[src/rtl/axi_rw_arbiter_pkg.sv]
// Shared types for the AXI read/write arbiter: FSM state encoding and watchdog width.
// Latency: n/a (declarations only).
// Backpressure: n/a.
package axi_arb_pkg;

  localparam int WDOG_W = 16;

  typedef enum logic [2:0] {
    IDLE    = 3'd0,
    WR_ADDR = 3'd1,
    WR_RESP = 3'd2,
    RD_ADDR = 3'd3,
    RD_DATA = 3'd4
  } arb_state_t;

  // True for the two states in which a write transaction owns the bridge.
  function automatic logic is_wr_state(arb_state_t s);
    return (s == WR_ADDR) || (s == WR_RESP);
  endfunction

  // True for the two states in which a read transaction owns the bridge.
  function automatic logic is_rd_state(arb_state_t s);
    return (s == RD_ADDR) || (s == RD_DATA);
  endfunction

endpackage

[src/rtl/axi_rw_arbiter_if.sv]
// AXI address handshakes (master side and bridge side) plus monitored data/response handshakes.
// Latency: n/a (wiring only).
// Backpressure: ready/valid pairs carried unchanged; gating happens in the arbiter.
interface axi_rw_arbiter_if;

  // Master-side address channels
  logic aw_valid_m;
  logic aw_ready_m;
  logic ar_valid_m;
  logic ar_ready_m;

  // Bridge-side address channels
  logic aw_valid_s;
  logic aw_ready_s;
  logic ar_valid_s;
  logic ar_ready_s;

  // Monitored data/response handshakes
  logic w_valid;
  logic w_ready;
  logic b_valid;
  logic b_ready;
  logic r_valid;
  logic r_ready;
  logic r_last;

  // Arbiter view: gates the address channels, watches everything else.
  modport slave (
    input  aw_valid_m, ar_valid_m, aw_ready_s, ar_ready_s,
    input  w_valid, w_ready, b_valid, b_ready, r_valid, r_ready, r_last,
    output aw_ready_m, ar_ready_m, aw_valid_s, ar_valid_s
  );

  // Environment view: the AXI master and the bridge together.
  modport master (
    output aw_valid_m, ar_valid_m, aw_ready_s, ar_ready_s,
    output w_valid, w_ready, b_valid, b_ready, r_valid, r_ready, r_last,
    input  aw_ready_m, ar_ready_m, aw_valid_s, ar_valid_s
  );

endinterface

[src/rtl/axi_rw_arbiter_wdog.sv]
// Idle-cycle watchdog for the response/data phases of the arbiter.
// Latency: expire is combinational from the registered count (fires in the cycle count==limit).
// Backpressure: none; any clear (handshake) in the same cycle suppresses expire.
module axi_arb_wdog
  import axi_arb_pkg::*;
(
  input  logic              a_clk,
  input  logic              a_reset,
  input  logic              run,
  input  logic              clear,
  input  logic [WDOG_W-1:0] limit,
  output logic              expire
);

  logic [WDOG_W-1:0] cnt_q;
  logic [WDOG_W-1:0] cnt_d;

  // Count idle cycles while running; outside a monitored phase the count parks at zero.
  always_comb begin
    cnt_d = cnt_q + 1'b1;
    if (!run || clear) begin
      cnt_d = '0;
    end
  end

  // Count register.
  always_ff @(posedge a_clk) begin
    if (a_reset) begin
      cnt_q <= '0;
    end else begin
      cnt_q <= cnt_d;
    end
  end

  assign expire = run && !clear && (cnt_q == limit);

endmodule

[src/rtl/axi_rw_arbiter.sv]
// Serializes AXI reads and writes onto one AHB bridge, one transaction outstanding, with a watchdog.
// Latency: one cycle from request sampled in IDLE to gated address valid; gating itself is combinational.
// Backpressure: address ready/valid pass through only in the owning ADDR state; held at 0 elsewhere.
module axi_rw_arbiter
  import axi_arb_pkg::*;
#(
  parameter int TIMEOUT  = 1024,
  parameter bit WR_FIRST = 1'b1
) (
  input  logic              a_clk,
  input  logic              a_reset,
  axi_rw_arbiter_if.slave   bus,
  output logic              grant_wr,
  output logic              grant_rd,
  output logic              timeout
);

  localparam logic [WDOG_W-1:0] WDOG_LIMIT = WDOG_W'(TIMEOUT - 1);

  arb_state_t state_q;
  arb_state_t state_d;
  logic       last_wr_q;
  logic       last_wr_d;
  logic       timeout_q;
  logic       timeout_d;

  logic aw_hs;
  logic ar_hs;
  logic w_hs;
  logic b_hs;
  logic r_hs;
  logic r_done;
  logic wd_run;
  logic wd_clear;
  logic wd_expire;

  // Address gating: only the owning ADDR state lets the handshake through.
  assign bus.aw_valid_s = bus.aw_valid_m & (state_q == WR_ADDR);
  assign bus.aw_ready_m = bus.aw_ready_s & (state_q == WR_ADDR);
  assign bus.ar_valid_s = bus.ar_valid_m & (state_q == RD_ADDR);
  assign bus.ar_ready_m = bus.ar_ready_s & (state_q == RD_ADDR);

  assign aw_hs  = bus.aw_valid_s & bus.aw_ready_s;
  assign ar_hs  = bus.ar_valid_s & bus.ar_ready_s;
  assign w_hs   = bus.w_valid & bus.w_ready;
  assign b_hs   = bus.b_valid & bus.b_ready;
  assign r_hs   = bus.r_valid & bus.r_ready;
  assign r_done = r_hs & bus.r_last;

  // The watchdog only guards the phases where the far side may stall forever;
  // it restarts on phase entry and on every sign of life on W, B or R.
  assign wd_run   = (state_q == WR_RESP) || (state_q == RD_DATA);
  assign wd_clear = w_hs | b_hs | r_hs | aw_hs | ar_hs;

  axi_arb_wdog u_wdog (
    .a_clk   (a_clk),
    .a_reset (a_reset),
    .run     (wd_run),
    .clear   (wd_clear),
    .limit   (WDOG_LIMIT),
    .expire  (wd_expire)
  );

  // Next-state, fairness and timeout decisions.
  always_comb begin
    state_d   = state_q;
    last_wr_d = last_wr_q;
    timeout_d = 1'b0;
    case (state_q)
      IDLE: begin
        // On contention the direction not granted last wins.
        if (bus.aw_valid_m && (!bus.ar_valid_m || !last_wr_q)) begin
          state_d   = WR_ADDR;
          last_wr_d = 1'b1;
        end else if (bus.ar_valid_m) begin
          state_d   = RD_ADDR;
          last_wr_d = 1'b0;
        end
      end
      WR_ADDR: begin
        if (aw_hs) state_d = WR_RESP;
      end
      WR_RESP: begin
        if (b_hs) begin
          state_d = IDLE;
        end else if (wd_expire) begin
          state_d   = IDLE;
          timeout_d = 1'b1;
        end
      end
      RD_ADDR: begin
        if (ar_hs) state_d = RD_DATA;
      end
      RD_DATA: begin
        if (r_done) begin
          state_d = IDLE;
        end else if (wd_expire) begin
          state_d   = IDLE;
          timeout_d = 1'b1;
        end
      end
      default: state_d = IDLE;
    endcase
  end

  // State, last-grant and timeout-pulse registers; reset primes last-grant so the
  // first contention goes to the WR_FIRST direction.
  always_ff @(posedge a_clk) begin
    if (a_reset) begin
      state_q   <= IDLE;
      last_wr_q <= ~WR_FIRST;
      timeout_q <= 1'b0;
    end else begin
      state_q   <= state_d;
      last_wr_q <= last_wr_d;
      timeout_q <= timeout_d;
    end
  end

  assign grant_wr = is_wr_state(state_q);
  assign grant_rd = is_rd_state(state_q);
  assign timeout  = timeout_q;

endmodule

[src/flat_wrapper.sv]
// flat-port wrapper written by rule: the top's interface ports become plain ports
module axi_rw_arbiter_flat import axi_arb_pkg::*;
#(
  parameter int TIMEOUT  = 1024,
  parameter bit WR_FIRST = 1'b1
)
  (a_clk, a_reset, grant_wr, grant_rd, timeout, bus_aw_valid_m, bus_ar_valid_m, bus_aw_ready_s, bus_ar_ready_s, bus_w_valid, bus_w_ready, bus_b_valid, bus_b_ready, bus_r_valid, bus_r_ready, bus_r_last, bus_aw_ready_m, bus_ar_ready_m, bus_aw_valid_s, bus_ar_valid_s);
  axi_rw_arbiter_if bus_i ();
  input  logic a_clk;
  input  logic a_reset;
  output logic grant_wr;
  output logic grant_rd;
  output logic timeout;
  input wire logic [$bits(bus_i.aw_valid_m)-1:0] bus_aw_valid_m;
  input wire logic [$bits(bus_i.ar_valid_m)-1:0] bus_ar_valid_m;
  input wire logic [$bits(bus_i.aw_ready_s)-1:0] bus_aw_ready_s;
  input wire logic [$bits(bus_i.ar_ready_s)-1:0] bus_ar_ready_s;
  input wire logic [$bits(bus_i.w_valid)-1:0] bus_w_valid;
  input wire logic [$bits(bus_i.w_ready)-1:0] bus_w_ready;
  input wire logic [$bits(bus_i.b_valid)-1:0] bus_b_valid;
  input wire logic [$bits(bus_i.b_ready)-1:0] bus_b_ready;
  input wire logic [$bits(bus_i.r_valid)-1:0] bus_r_valid;
  input wire logic [$bits(bus_i.r_ready)-1:0] bus_r_ready;
  input wire logic [$bits(bus_i.r_last)-1:0] bus_r_last;
  output wire logic [$bits(bus_i.aw_ready_m)-1:0] bus_aw_ready_m;
  output wire logic [$bits(bus_i.ar_ready_m)-1:0] bus_ar_ready_m;
  output wire logic [$bits(bus_i.aw_valid_s)-1:0] bus_aw_valid_s;
  output wire logic [$bits(bus_i.ar_valid_s)-1:0] bus_ar_valid_s;
  assign bus_i.aw_valid_m = bus_aw_valid_m;
  assign bus_i.ar_valid_m = bus_ar_valid_m;
  assign bus_i.aw_ready_s = bus_aw_ready_s;
  assign bus_i.ar_ready_s = bus_ar_ready_s;
  assign bus_i.w_valid = bus_w_valid;
  assign bus_i.w_ready = bus_w_ready;
  assign bus_i.b_valid = bus_b_valid;
  assign bus_i.b_ready = bus_b_ready;
  assign bus_i.r_valid = bus_r_valid;
  assign bus_i.r_ready = bus_r_ready;
  assign bus_i.r_last = bus_r_last;
  assign bus_aw_ready_m = bus_i.aw_ready_m;
  assign bus_ar_ready_m = bus_i.ar_ready_m;
  assign bus_aw_valid_s = bus_i.aw_valid_s;
  assign bus_ar_valid_s = bus_i.ar_valid_s;
  axi_rw_arbiter #(.TIMEOUT(TIMEOUT), .WR_FIRST(WR_FIRST)) u_core (.a_clk(a_clk), .a_reset(a_reset), .bus(bus_i), .grant_wr(grant_wr), .grant_rd(grant_rd), .timeout(timeout));
endmodule
[config.mk]
export PLATFORM = sky130hd
export DESIGN_NAME = axi_rw_arbiter_flat
export DESIGN_NICKNAME = d
export VERILOG_FILES = /design/src/rtl/axi_rw_arbiter_pkg.sv /design/src/rtl/axi_rw_arbiter_if.sv /design/src/rtl/axi_rw_arbiter_wdog.sv /design/src/rtl/axi_rw_arbiter.sv /design/src/flat_wrapper.sv
export SDC_FILE = /design/constraint.sdc
export NUM_CORES = 1
export LEC_CHECK = 0
export ABC_AREA = 1
export BUFFER_PORTS_ARGS = -buffer_cell sky130_fd_sc_hd__buf_2
export CORE_UTILIZATION = 48
export DETAILED_ROUTE_END_ITERATION = 8
export PLACE_DENSITY_LB_ADDON = 0.2
export SLEW_MARGIN = 10
export SYNTH_ARGS = -nofsm -noshare
export SYNTH_HDL_FRONTEND = slang
export SYNTH_SLANG_ARGS = --single-unit
[constraint.sdc]
create_clock -name a_clk -period 1.2 [get_ports a_clk]
set_input_delay 0.12 -clock a_clk [delete_from_list [all_inputs] [get_ports a_clk]]
set_output_delay 0.12 -clock a_clk [all_outputs]
set_load 0.02 [all_outputs]
Word level (Yosys, flattened, before mapping):

Cells that the tools add are included.
Widths: inputs -> output; s select.

* input port bits: 13
* flip-flop bits (word level): 21
* word-level logic and storage cells: 58

* $add $sub $neg: 1
* equality and inequality tests: 8
* multiplexer cells: 14
* reduce and logical (&&, ||, !) cells: 17
* bitwise gates (word level): 14

Operator list (number)
* $mux 3: 7
* $add 16x1->16 const B: 1
* $eq 16x10->1 const B: 1
* $pmux 3 s5: 1
* $and 1x1->1: 10
* $eq 3x2->1 const B: 2
* $logic_or 1x1->1: 5
* $mux 1: 5
* $logic_not 1->1: 4
* $ne 2x1->1 const B: 2
* $or 1x1->1: 4
* $eq 3x1->1 const B: 1
* $eq 3x3->1 const B: 1
* $logic_and 1x1->1: 3
* $logic_not 3->1: 1
* $ne 3x2->1 const B: 1
* $reduce_and 3->1: 1
* $pmux 1 s2: 1
* $reduce_and 2->1: 1
* $reduce_bool 2->1: 1
* $reduce_or 2->1: 1

Longest topological paths before layout:

* depth after elaboration: 11
* gate-level depth with buffers: 10

Hierarchy:

A second synthesis with hierarchy kept.

* cells, all modules: 240
* area total of the unflattened synthesis: 1436.4 um2

By module, submodules not included
* axi_arb_wdog: area each 1012.2 um2, cells each 173, times used 1
* axi_rw_arbiter: area each 424.2 um2, cells each 67, times used 1

Worst setup path after synthesis:

OpenSTA, ideal clock, no wires.

* path kind: register to register
* start point: reg u_core.u_wdog.cnt_q[0]
* end point: reg u_core.u_wdog.cnt_q[6]
* path buffers: 0
* period minus slack after synthesis: 1285 ps
* arrival: 1215 ps
* stages on the path, launching flop included: 9
* slack: -85 ps
* path through: dfxtp_1 ha_1 nand2_1 nor2_2 inv_1 nor2_1 nand2_1 or2_0 a21oi_1

* longest elaborated chain between the ends: 1

Ends and longest elaborated chain
* start: declaration: line axi_rw_arbiter_wdog.sv:15 `logic [WDOG_W-1:0] cnt_q;`
* start signal: assignment: line axi_rw_arbiter_wdog.sv:31 `cnt_q <= cnt_d;`
* $add 16x1->16: line axi_rw_arbiter_wdog.sv:20 `cnt_d = cnt_q + 1'b1;`

Every way passes these cells.
A chain may end at the register's enable or synchronous reset.

Final worst setup path:

* start point: reg u_core.state_q[1]
* end point: out bus_aw_valid_s

* longest elaborated chain between the ends: 2

Ends and longest elaborated chain
* start: declaration: line axi_rw_arbiter.sv:20 `arb_state_t state_q;`
* start signal: assignment: line axi_rw_arbiter.sv:114 `state_q <= state_d;`
* $eq 3x1->1: line axi_rw_arbiter.sv:38 `assign bus.aw_valid_s = bus.aw_valid_m & (state_q == WR_ADDR);`
* $and 1x1->1: line axi_rw_arbiter.sv:38
* end: declaration: line flat_wrapper.sv:27 `output wire logic [$bits(bus_i.aw_valid_s)-1:0] bus_aw_valid_s;`

Every way passes these cells.

==> summary.txt <==
Die
  – Die Span Y: 50.2 µm
  – Std-Cell Rows: 17
  – Starting utilization of the core area: 50.5%
  – Core footprint: 2210 µm²
  – Floorplan die area: 2520 µm²
  – Die outline width: 50.2 µm
  – I/O pin cnt: 20

Global route
  – Total track usage: 23.4%
  – Via count of the first global-routing pass: 1197
  – Global route total overflow: 0
  – Wire length of the first global-routing pass: 4600 µm
  – Maximum number of pins on one net before global-route repair: 13
  – Antenna violations before repair: 0

Placement
  – Minimum setup slack after placement: -124 ps
  – Number of buffers added on ports: 19
  – Post-DP HPWL: 1780 µm
  – Dpl cells: 230
  – Final weighted congestion in routability-driven placement: 0.882

Synthesis
  – Share of the synthesized area in compound gates (AO/OA/AOI/OAI): 9.19%
  – Main combinational cell family by area after synthesis: simple AND/OR/NAND/NOR gates
  – Top FF cell, synth: sky130_fd_sc_hd__dfxtp_1
  – Synth warn: 0
  – Synth cell count leaders: sky130_fd_sc_hd__nand2_1, sky130_fd_sc_hd__nor2_1, sky130_fd_sc_hd__inv_1, sky130_fd_sc_hd__dfxtp_1, sky130_fd_sc_hd__nand3_1
  – Portion of netlist area occupied by mux cells: 0%
  – Basic-gate share of the synthesized area counting and, or, nand and nor cells: 41.0%
  – Cell Area, Synth: 1120 µm²
  – Most repeated cell in the gate-level netlist after synthesis: sky130_fd_sc_hd__nand2_1
  – Synthesis-stage register bit count: 21
  – Adder-cell area share of the yosys netlist: 1.12%
  – Seq/Total Area, Yosys: 37.7%
  – Number of nets in the synthesized netlist: 182
  – Post-Synth XOR/XNOR Area: 1.57%
  – Count of flip-flops with a built-in enable after synthesis: 0
  – Cell types with the largest area share after synthesis: sky130_fd_sc_hd__dfxtp_1, sky130_fd_sc_hd__nand2_1, sky130_fd_sc_hd__nor2_1
  – Instance count of the mapped netlist: 168
  – Yosys top cell area share: 37.7%
  – Share of synthesized flip-flops with an asynchronous set or reset: 0%
  – Number of library cell types mapped by synthesis: 24
  – Avg Synthesized Cell Area: 6.64 µm²
  – Post-synthesis cell type with the largest combined area: sky130_fd_sc_hd__dfxtp_1

Worst setup path
  – Worst setup EP type: output pin
  – Worst Path Max Fanout: 6
  – Critical Path Most Common Cell: sky130_fd_sc_hd__nor2_1
  – Kind of critical path: flop to output pin
  – Delay of the slowest cell on the worst path: 400 ps
  – Register-to-register setup slack: -210 ps
  – Critical path data arrival time: 1320 ps
  – Crit path max-delay cell type: sky130_fd_sc_hd__dfxtp_4
  – CP startpoint kind: flop
  – Worst path cell trace: inv_2, nand2_1, nor2_1, inv_1, nor2_1, buf_4
  – Data required, critical path: 1080 ps

STA
  – Number of failing hold endpoints at the final stage: 0
  – Slew at the pin with the worst max-slew slack: 283 ps
  – Top achievable clock speed: 694 MHz
  – Final worst setup slack: -240 ps
  – Headroom to the max-slew limit: 81.0%
  – Final Slew Violations: 0
  – Total negative slack for setup checks: -2520 ps
  – Worst clock skew on the final layout: 5.51 ps
  – Final setup violation count: 21
  – Share of the cycle needed by the critical path after routing: 120%
  – Shortest period the worst path allows: 1440 ps
  – Setup repair after global routing missed its margin: yes

CTS
  – Maximum count of clock buffers along a single path: 2
  – Buffer type at the clock tree root: sky130_fd_sc_hd__clkbuf_4
  – H-Tree Level Count: 1
  – Clock sinks: 21
  – CTS clock-pin slew for the worst setup and hold paths: 120 ps
  – TritonCTS clock tree: done
  – Clk Latency, worst-skew pair: 310 ps
  – Number of buffers created by CTS: 3

Detailed routing
  – TritonRoute pass-1 iters: 4
  – Number of DRC violations after detailed-routing iteration 0: 55
  – Mean routed wirelength per cell: 12.8 µm
  – Vias after detailed routing: 1288
  – Total DRC errors in the routed layout: 0
  – Detail Route Antenna Nets: 0
  – Routed vias/inst: 5.17
  – Total length of routed wires: 3190 µm

Finish
  – Area Growth Syn to Fin: 58.7%
  – Net total in the final layout: 236
  – Final cell count without fillers: 249
  – Antenna diode count: 0
  – Share of cells above drive strength 1: 50.7%

Job
  – Max cap viols: 0

Power
  – Power per standard cell area: 992 nW/µm²
  – Leakage power total: 0.746 nW
  – Largest voltage drop on the vdd net: 1310 µV
  – Overall power after layout: 1.76 mW

Outcome
  – Run status: complete, but fails checks
  – Failing checks: setup timing

Min path
  – Hold crit path type: input pin to flop
-- cell families after synthesis --
family | Yosys count
xor gates and xnor gates | 2
DFF | 21
buffers and inverters | 26
and+or+nand+nor | 99
adders and majority gates | 1
AOI/OAI and AO/OA | 19
-- registers in the layout (all words and copies together) (netlist names) --
| name | flops |
|---|---|
| u_core.timeout | 1 |
| u_core.last_wr_q | 1 |
| u_core.u_wdog.cnt_q | 16 |
| u_core.state_q | 3 |
-- worst max-delay path, delay by kind of cell (launching register included) --
kind / cells / cell delay, ps
buffers and inverters: 3 / 300
and+or+nand+nor: 3 / 310
DFF: 1 / 400
-- layout by cell type (no fill, tap or decap), types with 3 or more instances in the layout --
cell type                  count
sky130_fd_sc_hd__nand2_1      29
sky130_fd_sc_hd__buf_4        25
sky130_fd_sc_hd__nor2_1       21
sky130_fd_sc_hd__inv_1        18
sky130_fd_sc_hd__dfxtp_1      14
sky130_fd_sc_hd__buf_2        13
sky130_fd_sc_hd__buf_6        11
sky130_fd_sc_hd__nand2_2       9
sky130_fd_sc_hd__nand3_1       9
sky130_fd_sc_hd__nor2_2        6
sky130_fd_sc_hd__nor2_4        6
sky130_fd_sc_hd__a21oi_2       6
sky130_fd_sc_hd__inv_2         5
sky130_fd_sc_hd__dfxtp_4       5
sky130_fd_sc_hd__o21ai_0       4
sky130_fd_sc_hd__nand3_2       3
sky130_fd_sc_hd__nand3_4       3
sky130_fd_sc_hd__nor3_1        3
sky130_fd_sc_hd__o21ai_2       3
sky130_fd_sc_hd__nor3b_2       3
sky130_fd_sc_hd__clkbuf_4      3
-- routing by layer --
layer	part of all wire [%]	track usage, %	vias up
li1	-	-	638
met1	42	26.0	618
met2	54	44.7	28
met3	3.1	3.64	4
met4	0.53	7.14	0
met5	0	0	-
-- through the flow --
| stage | instance area, µm² | hold WS (ps) | utilization (%) |
|---|---|---|---|
| 6_report | 1770 | 91.5 | 80.1 |
| 5_1_grt | 1770 | 97.8 | 80.1 |
| 4_1_cts | 1630 | 74.9 | 73.6 |
| 3_5_place_dp | 1400 | 319 | 63.1 |
| 3_3_place_gp | 1400 | 305 | 63.1 |
| 2_1_floorplan | 1160 | 189 | - |
-- timing repair --
| action | in CTS | in global routing |
|---|---|---|
| pin swaps | 13 | 25 |
| hold buffers | 1 | 0 |
| buffers inserted | 13 | 5 |
| resized for setup | 41 | 37 |
| setup endpoints to repair | 25 | 25 |
| endpoints found under the hold margin | 2 | 0 |
-- layout make-up --
| type | count | area [µm²] |
|---|---|---|
| flip-flops and latches | 21 | 442 |
| inverters | 25 | 98.8 |
| multi-input cells | 121 | 782 |
| clock buffers | 3 | 22.5 |
| well taps | 28 | 35.0 |
| clock inverters | 1 | 5.00 |
| repair buffers | 50 | 387 |
| fillers | 147 | 440 |
-- worst paths after layout --
kind / end / start / cells after the start
max: bus_aw_valid_s / u_core.state_q[1] / 6
min: u_core.state_q[2] / bus_ar_valid_m / 3
max reg2reg: u_core.state_q[1] / u_core.u_wdog.cnt_q[0] / 10
min reg2reg: u_core.u_wdog.cnt_q[0] / u_core.u_wdog.cnt_q[0] / 1
-- power by group --
part,switching (mW),total (mW),internal [mW],leakage [nW]
registers,0.0578,0.793,0.735,0.174
logic,0.330,0.616,0.286,0.554
clock network,0.225,0.349,0.124,0.0177
total,0.613,1.76,1.15,0.746
Power figures use the tool's default switching activity.
